`src/rtl/leitor_memoria_pkg.sv`:
```
// Shared definitions for the video-memory reader/writer pair: geometry of the
// 4096x1 pixel memory and the transaction state encoding.
package leitor_pkg;

  localparam int unsigned ADDR_W    = 12;
  localparam int unsigned MEM_DEPTH = 4096;
  localparam int unsigned IDX_W     = 5;
  localparam int unsigned WORD_W    = 32;

  typedef enum logic [1:0] {
    IDLE,
    LEITURA,
    ESPERA,
    CONCLUI
  } estado_t;

  // Mask with the n least-significant bits set (n = 0..32).
  function automatic logic [WORD_W-1:0] mascara_bits(input int unsigned n);
    logic [WORD_W-1:0] m;
    m = '0;
    for (int unsigned i = 0; i < WORD_W; i++) begin
      if (i < n) m[i] = 1'b1;
    end
    return m;
  endfunction

endpackage

```
`src/rtl/leitor_memoria_linha_atraso.sv`:
```
// Fixed-length delay line that travels alongside the memory read pipeline,
// carrying the valid flag and bit index of each issued read.
module linha_atraso #(
  parameter int unsigned ESTAGIOS = 2,
  parameter int unsigned LARGURA  = 6
) (
  input  logic               clock,
  input  logic               reset,
  input  logic [LARGURA-1:0] din,
  output logic [LARGURA-1:0] dout
);

  logic [LARGURA-1:0] estagio_q [ESTAGIOS];
  logic [LARGURA-1:0] estagio_d [ESTAGIOS];

  always_comb begin
    estagio_d[0] = din;
    for (int unsigned i = 1; i < ESTAGIOS; i++) begin
      estagio_d[i] = estagio_q[i-1];
    end
  end

  always_ff @(posedge clock or posedge reset) begin
    if (reset) begin
      for (int unsigned i = 0; i < ESTAGIOS; i++) begin
        estagio_q[i] <= '0;
      end
    end else begin
      for (int unsigned i = 0; i < ESTAGIOS; i++) begin
        estagio_q[i] <= estagio_d[i];
      end
    end
  end

  assign dout = estagio_q[ESTAGIOS-1];

endmodule

```
`src/rtl/leitor_memoria.sv`:
```
// Reads N_BITS consecutive 1-bit entries from the video memory starting at a
// base address and packs them LSB-first into dados_out, then pulses done.
module leitor_memoria
  import leitor_pkg::*;
#(
  parameter int unsigned N_BITS     = 32,
  parameter int unsigned RD_LATENCY = 2
) (
  input  logic                clock,
  input  logic                reset,
  input  logic                start,
  input  logic [31:0]         endereco_base,
  input  logic                q_in,
  output logic [ADDR_W-1:0]   rdaddress,
  output logic                rden,
  output logic [WORD_W-1:0]   dados_out,
  output logic                done,
  output logic                ocupado
);

  localparam logic [WORD_W-1:0] MASCARA = mascara_bits(N_BITS);
  localparam logic [IDX_W-1:0]  IDX_FIM = IDX_W'(N_BITS - 1);
  localparam logic [1:0]        ESP_FIM = 2'(RD_LATENCY - 1);

  estado_t             estado_q, estado_d;
  logic [IDX_W-1:0]    idx_q, idx_d;
  logic [1:0]          espera_q, espera_d;
  logic [ADDR_W-1:0]   rdaddress_q, rdaddress_d;
  logic                rden_q, rden_d;
  logic [WORD_W-1:0]   asm_q, asm_d;
  logic [WORD_W-1:0]   dados_q, dados_d;
  logic                done_q, done_d;
  logic                ocupado_q, ocupado_d;

  logic [IDX_W:0]      ret_bus;
  logic                ret_valid;
  logic [IDX_W-1:0]    ret_idx;
  logic                unused_end_alto;

  assign unused_end_alto = ^endereco_base[31:ADDR_W];

  // Each return is steered by the index that was issued with its address.
  linha_atraso #(
    .ESTAGIOS (RD_LATENCY),
    .LARGURA  (IDX_W + 1)
  ) u_linha_atraso (
    .clock (clock),
    .reset (reset),
    .din   ({rden_q, idx_q}),
    .dout  (ret_bus)
  );

  assign {ret_valid, ret_idx} = ret_bus;

  always_comb begin
    estado_d    = estado_q;
    idx_d       = idx_q;
    espera_d    = espera_q;
    rdaddress_d = rdaddress_q;
    rden_d      = rden_q;
    dados_d     = dados_q;
    done_d      = 1'b0;
    ocupado_d   = ocupado_q;

    asm_d = asm_q;
    if (ret_valid) asm_d[ret_idx] = q_in;

    case (estado_q)
      IDLE: begin
        if (start) begin
          estado_d    = LEITURA;
          idx_d       = '0;
          asm_d       = '0;
          rden_d      = 1'b1;
          rdaddress_d = endereco_base[ADDR_W-1:0];
          ocupado_d   = 1'b1;
        end
      end
      LEITURA: begin
        if (idx_q == IDX_FIM) begin
          estado_d = ESPERA;
          rden_d   = 1'b0;
          espera_d = '0;
        end else begin
          idx_d       = idx_q + 1'b1;
          rdaddress_d = rdaddress_q + 1'b1;
        end
      end
      ESPERA: begin
        // The final return is captured on the same edge that publishes the word.
        if (espera_q == ESP_FIM) begin
          estado_d = CONCLUI;
          done_d   = 1'b1;
          dados_d  = asm_d & MASCARA;
        end else begin
          espera_d = espera_q + 1'b1;
        end
      end
      CONCLUI: begin
        estado_d  = IDLE;
        ocupado_d = 1'b0;
      end
      default: begin
        estado_d  = IDLE;
        rden_d    = 1'b0;
        ocupado_d = 1'b0;
      end
    endcase
  end

  always_ff @(posedge clock or posedge reset) begin
    if (reset) begin
      estado_q    <= IDLE;
      idx_q       <= '0;
      espera_q    <= '0;
      rdaddress_q <= '0;
      rden_q      <= 1'b0;
      asm_q       <= '0;
      dados_q     <= '0;
      done_q      <= 1'b0;
      ocupado_q   <= 1'b0;
    end else begin
      estado_q    <= estado_d;
      idx_q       <= idx_d;
      espera_q    <= espera_d;
      rdaddress_q <= rdaddress_d;
      rden_q      <= rden_d;
      asm_q       <= asm_d;
      dados_q     <= dados_d;
      done_q      <= done_d;
      ocupado_q   <= ocupado_d;
    end
  end

  assign rdaddress = rdaddress_q;
  assign rden      = rden_q;
  assign dados_out = dados_q;
  assign done      = done_q;
  assign ocupado   = ocupado_q;

endmodule
```
`config.mk`:
```
export PLATFORM = sky130hd
export DESIGN_NAME = leitor_memoria
export DESIGN_NICKNAME = d
export VERILOG_FILES = /design/src/rtl/leitor_memoria_pkg.sv /design/src/rtl/leitor_memoria_linha_atraso.sv /design/src/rtl/leitor_memoria.sv
export SDC_FILE = /design/constraint.sdc
export NUM_CORES = 1
export LEC_CHECK = 0
export CORE_MARGIN = 10
export CORE_UTILIZATION = 43
export CTS_CLUSTER_SIZE = 8
export DETAILED_ROUTE_END_ITERATION = 10
export PLACE_DENSITY_LB_ADDON = 0.05
export SLEW_MARGIN = 5
export SYNTH_ARGS = -nofsm -noshare
export SYNTH_HDL_FRONTEND = slang
export SYNTH_SLANG_ARGS = --single-unit
export TNS_END_PERCENT = 5
```
`constraint.sdc`:
```
create_clock -name clock -period 5.12 [get_ports clock]
set_input_delay 1.536 -clock clock [delete_from_list [all_inputs] [get_ports clock]]
set_output_delay 1.536 -clock clock [all_outputs]
set_load 0.02 [all_outputs]
```
==> summary.txt, run 1 <==
maxcap violations: 0
post-CTS setup buffers: 0
CTS tree: built
largest net degree at the start of global routing: 67
path type of the worst min-delay path: reg -> reg
Hold-fix buffers, CTS: 0
Post-DRT Antenna Nets: 0
all-layer global routing usage: 0.124
GP Congestion: 0.768
Crit. End Element: primary output
outcome: finished clean
slew margin rel.: 0.233
Syn-to-layout area delta: 21.1%
ant diodes: 0
initial antenna violation count: 0
Starting Density: 0.437
WS Path Type: reg -> out
top_reg_cell synth: dfrtp_1
drt first pass iters: 4
Mapped Area: 4450 µm²
number of DRC markers in iteration 0: 144
first-pass GRT wire length: 15.2 mm
Core ar.: 10,200 µm²
synthesis warning total: 0
CTS root buf: clkbuf_8
Max Fanout on Critical Path: 8
H-tree Lvls: 3
RSZ-0062 raised after global routing: false
max-slew violations: 0
DR WL/cell: 14.5 µm
total gr overflow: 0
DRC viols: 0
setup TNS: 0 ns
Post-Syn Instances: 422
vias per std cell: 5.09
WHS Path Cells: 0
Synth Net Count: 466
final net count: 522
Fin. Hold Viols: 0
Die Y: 122 µm
Final period util: 0.590
Worst R2R Path Depth: 6
vias in the first global route: 3,186
Avg Synthesized Cell Area: 10.5 µm²
layout cell share with drive strength beyond 1: 0.0849
shortest period the worst path allows: 3.02 ns
final wirelength: 8.98 mm
Max Fclk: 331 MHz
Pwr Density: 591 nW/µm²
CP max-delay cell: clkdlybuf4s50_1
ys async rst share: 1.00
critical path, cell by cell: clkdlybuf4s50_1
worst slack at placement: 1.72 ns
Final setup viols: 0
Port-buffer cells: 62
row count: 37
Leak Pwr: 2.44 nW
number of synthesized flops with an enable pin: 0
DP Wirelength: 6.07 mm
#FFs+latches synth: 100
Worst VDD drop: 281 µV
Crit path depth: 1
Final Skew: 0.0151 ns
post-synthesis sequential area ratio: 0.562
fin worst setup slack: 2.10 ns
Worst-path clk slew: 0.10 ns
worst slew pin tran: 1.15 ns
Die Wd: 122 µm
worst skew pair latency: 0.36 ns
die area: 14,800 µm²
io pins: 83
Max Root-Sink Buffers: 2
worst path arrival time: 1.48 ns
via count: 3,151
worst path bufs/invs: 1
WP data required: 3.58 ns
Worst path top cell family by delay: buffers and inverters
synth unique cells: 49
crit-path max cell delay: 0.65 ns
Inserted Clock Buffers: 9
post-cts resize count: 0
Critical Path Start Type: register
clock sinks: 100
==> where the power goes <==
part / switching, W / internal, W
logic: 0.000766 / 0.000627
clock network: 0.000277 / 0.000292
registers: 0.000184 / 0.00104
total: 0.00123 / 0.00196
==> worst reg2reg max path, cell delays in order (launching register included) <==
cell	delay, ns
dfrtp_1	0.42
inv_1	0.09
ha_1	0.74
nand2_1	0.38
and3_4	0.36
mux2i_1	0.14
a221oi_2	0.21
==> final cells by class <==
cell class / instances / area, µm²
Multi-Input combinational cell: 291 / 1800
Sequential cell: 100 / 2500
Timing Repair Buffer: 65 / 643
Fill cell: 959 / 4800
Tap cell: 136 / 170
Clock inverter: 6 / 92.6
Clock buffer: 10 / 138
Inverter: 11 / 43.8
==> logic make-up after synthesis <==
family                     synth area share
AOI/OAI and AO/OA                     0.103
adders and majority gates            0.0225
buffers and inverters                0.0340
DFF                                   0.562
muxes                                0.0902
and+or+nand+nor                       0.188
==> state kept, by name, indices dropped and copies added, names as in the netlist, 2 cells and up <==
register                  flops
dados_out                    32
estado_q                      2
u_linha_atraso.estagio_d      6
espera_q                      2
asm_q                        32
rdaddress                    12
idx_q                         5
u_linha_atraso.dout           6
==> cells in the mapped netlist (2+ instances only) <==
cell,count,area share
buf_4,2,0.0034
and3b_1,2,0.0039
nor3_1,3,0.0034
nor2_2,4,0.0056
inv_1,11,0.0093
buf_2,4,0.0045
a21oi_1,39,0.044
and4_1,2,0.0039
and3_1,2,0.0028
o31ai_1,2,0.0034
or2_2,2,0.0028
o21ai_0,3,0.0034
nor2_1,80,0.067
nand2b_1,3,0.0042
and2_1,3,0.0042
mux2i_1,39,0.088
nand4_1,8,0.011
nand2_1,32,0.027
nand3_1,6,0.0067
o32ai_1,3,0.0059
a21o_1,2,0.0034
ha_1,8,0.022
o22ai_1,3,0.0042
dfrtp_1,100,0.56
nor3b_2,4,0.011
a22o_1,6,0.012
nand3_2,2,0.0045
a32oi_1,2,0.0039
nor2b_1,4,0.0056
o21ai_1,8,0.0090
nand3b_2,3,0.0076
clkbuf_1,11,0.0093
nand3b_1,3,0.0051
==> path summary, 6_finish.rpt <==
| path | start | end | slack [ns] |
|---|---|---|---|
| setup / recovery | rdaddress[6]$_DFFE_PP0P_ | rdaddress[6] | 2.10 |
| hold / removal | u_linha_atraso.estagio_d[3]$_DFF_PP0_ | u_linha_atraso.dout[3]$_DFF_PP0_ | 0.34 |
| hold reg to reg | u_linha_atraso.estagio_d[3]$_DFF_PP0_ | u_linha_atraso.dout[3]$_DFF_PP0_ | 0.34 |
| min in group asynchronous | reset | espera_q[1]$_DFFE_PP0P_ | 1.64 |
| max in group asynchronous | reset | dados_out[18]$_DFFE_PP0P_ | 2.71 |
| setup reg to reg | estado_q[1]$_DFFE_PP0P_ | rdaddress[8]$_DFFE_PP0P_ | 2.70 |
==> metrics by stage <==
step / utilization / cells / area [µm²] / hold slack, ns / total power, W
after floorplan: - / 422 / 4450 / 0.331 / 0.00212
after global placement: 0.507 / 603 / 5160 / 0.333 / 0.00263
after detailed placement: 0.507 / 603 / 5160 / 0.335 / 0.00266
after CTS: 0.529 / 619 / 5390 / 0.345 / 0.00324
after global routing: 0.529 / 619 / 5390 / 0.354 / 0.00343
final: 0.529 / 619 / 5390 / 0.345 / 0.00318
==> cell usage in the layout (no fill, tap or decap), types with 2 or more instances in the layout <==
master,netlist,layout
nor2_1,80,80
nor3_1,3,3
and2_1,3,2
nor3b_2,4,4
nand3_2,2,2
nand3b_2,3,3
o21ai_0,3,3
nand4_1,8,8
clkbuf_8,0,10
inv_1,11,10
o31ai_1,2,2
clkinvlp_4,0,2
ha_1,8,8
buf_4,2,3
a21o_1,2,2
o22ai_1,3,3
nor2b_1,4,4
mux2i_1,39,39
bufinv_16,0,2
and3_1,2,2
a22o_1,6,6
nand2b_1,3,3
nand3_1,6,6
a32oi_1,2,2
o32ai_1,3,3
and4_1,2,2
nand3b_1,3,3
clkdlybuf4s50_1,0,62
nor2_2,4,4
or2_2,2,2
nand2_1,32,32
inv_6,0,2
o21ai_1,8,8
dfrtp_1,100,100
a21oi_1,39,39
and3b_1,2,2
==> per-layer routing <==
layer | track usage | routed length (µm) | share of wire | vias up
li1 | - | - | - | 1570
met1 | 0.157 | 4280 | 0.48 | 1528
met5 | 0 | 0 | 0 | -
met4 | 0.0425 | 88 | 0.0098 | 0
met2 | 0.204 | 4200 | 0.47 | 45
met3 | 0.0287 | 405 | 0.045 | 8
Note: power is estimated with default switching activity, not from simulation.
==> run 2, diff against run 1 <==
==> constraint.sdc (replaced) <==
create_clock -name clock -period 2.8 [get_ports clock]
set_input_delay 0.84 -clock clock [delete_from_list [all_inputs] [get_ports clock]]
set_output_delay 0.84 -clock clock [all_outputs]
set_load 0.02 [all_outputs]
==> summary.txt, run 2 (synthesis results as in run 1) <==
worst path arrival time: 1.50 ns (+0.02 ns)
critical path, cell by cell: clkdlybuf4s50_1
Reg area: 2500 µm² (unchanged)
CTS tree: built
crit-path max cell delay: 0.66 ns (about the same)
setup TNS: 0 ns (unchanged)
row count: 37 (unchanged)
shortest period the worst path allows: 2.34 ns
Util after Layout: 0.536 (+0.00663)
hold slack: 0.354 ns (+0.00894 ns)
first-pass GRT wire length: 15.4 mm (+0.72%)
total gr overflow: 0 (unchanged)
Syn-to-layout area delta: 22.6%
H-tree Lvls: 3 (unchanged)
vias per std cell: 5.06 (-0.67%)
vias in the first global route: 3,111 (-2.4%)
DRC viols: 0 (unchanged)
via count: 3,150 (-0.032%)
multi-input logic area: 1800 µm² (unchanged)
path type of the worst min-delay path: reg -> reg
GP Congestion: 0.791 (+2.9%)
Starting Density: 0.437 (unchanged)
ant diodes: 0 (unchanged)
# fillers: 938 (-2.2%)
maxcap violations: 0 (unchanged)
Worst-path clk slew: 0.09 ns (about the same)
clock share of power: 0.180 (about the same)
Max Fclk: 428 MHz
number of DRC markers in iteration 0: 169 (+17%)
slew margin rel.: 0.683 (+0.450)
worst slack at placement: 0.362 ns (-1.36 ns)
post-CTS setup buffers: 0 (unchanged)
RSZ-0062 raised after global routing: false
CP max-delay cell: clkdlybuf4s50_1
drt first pass iters: 4 (unchanged)
Die Wd: 122 µm (unchanged)
worst slew pin tran: 0.472 ns (-0.675 ns)
clock sinks: 100 (unchanged)
Max Root-Sink Buffers: 2 (unchanged)
commonest cells after routing, fill and taps aside: dfrtp_1, nor2_1, clkdlybuf4s50_1
Critical Path Start Type: register
Pwr Density: 1080 nW/µm² (+82%)
io pins: 83 (unchanged)
Sw Ratio: 0.378 (-0.00773)
Final setup viols: 0 (unchanged)
worst skew pair latency: 0.35 ns (about the same)
Die Y: 122 µm (unchanged)
CTS root buf: clkbuf_8
max-slew violations: 0 (unchanged)
Post-DRT Antenna Nets: 0 (unchanged)
Final period util: 0.834
final net count: 528 (+1.1%)
Gate power share: 0.442 (+0.005)
P_int: 0.00366 W (+87%)
final wirelength: 9.16 mm (+2.0%)
switching power: 0.00222 W (+81%)
Max Fanout on Critical Path: 8 (unchanged)
Leak Pwr: 2.47 nW (+1.5%)
DR WL/cell: 14.7 µm (+1.4%)
WS Path Type: reg -> out
DP Wirelength: 6.25 mm (+2.9%)
all-layer global routing usage: 0.126 (+0.00234)
most common cell after layout, fill and taps aside: dfrtp_1
initial antenna violation count: 0 (unchanged)
Worst path top cell family by delay: buffers and inverters
outcome: finished clean
largest net degree at the start of global routing: 64 (-4.5%)
Crit. End Element: primary output
Seq pwr share: 0.378 (-0.006)
Fin. Hold Viols: 0 (unchanged)
layout cell share with drive strength beyond 1: 0.0924 (+0.00752)
fin worst setup slack: 0.463 ns (-1.64 ns)
Final Skew: 0.0107 ns (-0.00449 ns)
worst path bufs/invs: 1 (unchanged)
die area: 14,800 µm² (unchanged)
WP data required: 1.96 ns (-1.62 ns)
Hold-fix buffers, CTS: 0 (unchanged)
Core ar.: 10,200 µm² (unchanged)
post-cts resize count: 0 (unchanged)
Inserted Clock Buffers: 9 (unchanged)
Worst VDD drop: 462 µV (+64%)
Port-buffer cells: 62 (unchanged)
-- run 2: cell types whose count changed in the layout (fill, tap and decap cells not counted), sizes merged --
cell	delta
bufinv	+1
clkinv	+1
clkbuf	-1
buf	+6
inv	-3
-- run 2: layer usage --
metal	vias to the layer above	global-route usage	share of wire
met3	8	0.0375	0.052
met5	-	0	0
met4	0	0.0365	0.010
li1	1576	-	-
met2	47	0.197	0.46
met1	1519	0.166	0.47
-- run 2: cell type report --
cell class,instances,area share
inverters,11,0.00825
clock inverters,5,0.0188
well taps,136,0.0312
multi-input cells,291,0.330
repair buffers,71,0.131
clock buffers,9,0.0227
flip-flops and latches,100,0.459
-- run 2: final timing paths --
kind / start / end / slack (ns) / depth (start not counted)
setup reg to reg: idx_q[0]$_DFFE_PP0P_ / rdaddress[7]$_DFFE_PP0P_ / 0.72 / 7
hold reg to reg: u_linha_atraso.estagio_d[1]$_DFF_PP0_ / u_linha_atraso.dout[1]$_DFF_PP0_ / 0.35 / 0
hold / removal: u_linha_atraso.estagio_d[1]$_DFF_PP0_ / u_linha_atraso.dout[1]$_DFF_PP0_ / 0.35 / 0
min in group asynchronous: reset / dados_out[28]$_DFFE_PP0P_ / 0.92 / 3
max in group asynchronous: reset / asm_q[18]$_DFF_PP0_ / 1.56 / 3
setup / recovery: rdaddress[6]$_DFFE_PP0P_ / rdaddress[6] / 0.46 / 1
-- run 2: power by group through the flow --
stage	clock network (W)	logic, W	registers [W]
floorplan	0	0.00127	0.00261
CTS	0.00109	0.00266	0.00223
finish	0.00106	0.00260	0.00222
detailed placement	0	0.00265	0.00226
global placement	0	0.00261	0.00225
global route	0.00116	0.00287	0.00230
-- run 2: metrics by stage --
stage / power, W / cell area [µm²] / instances
6_report: 0.00588 / 5460 / 623
5_1_grt: 0.00632 / 5460 / 623
4_1_cts: 0.00597 / 5460 / 623
3_5_place_dp: 0.00490 / 5230 / 609
3_3_place_gp: 0.00485 / 5230 / 609
2_1_floorplan: 0.00388 / 4460 / 422
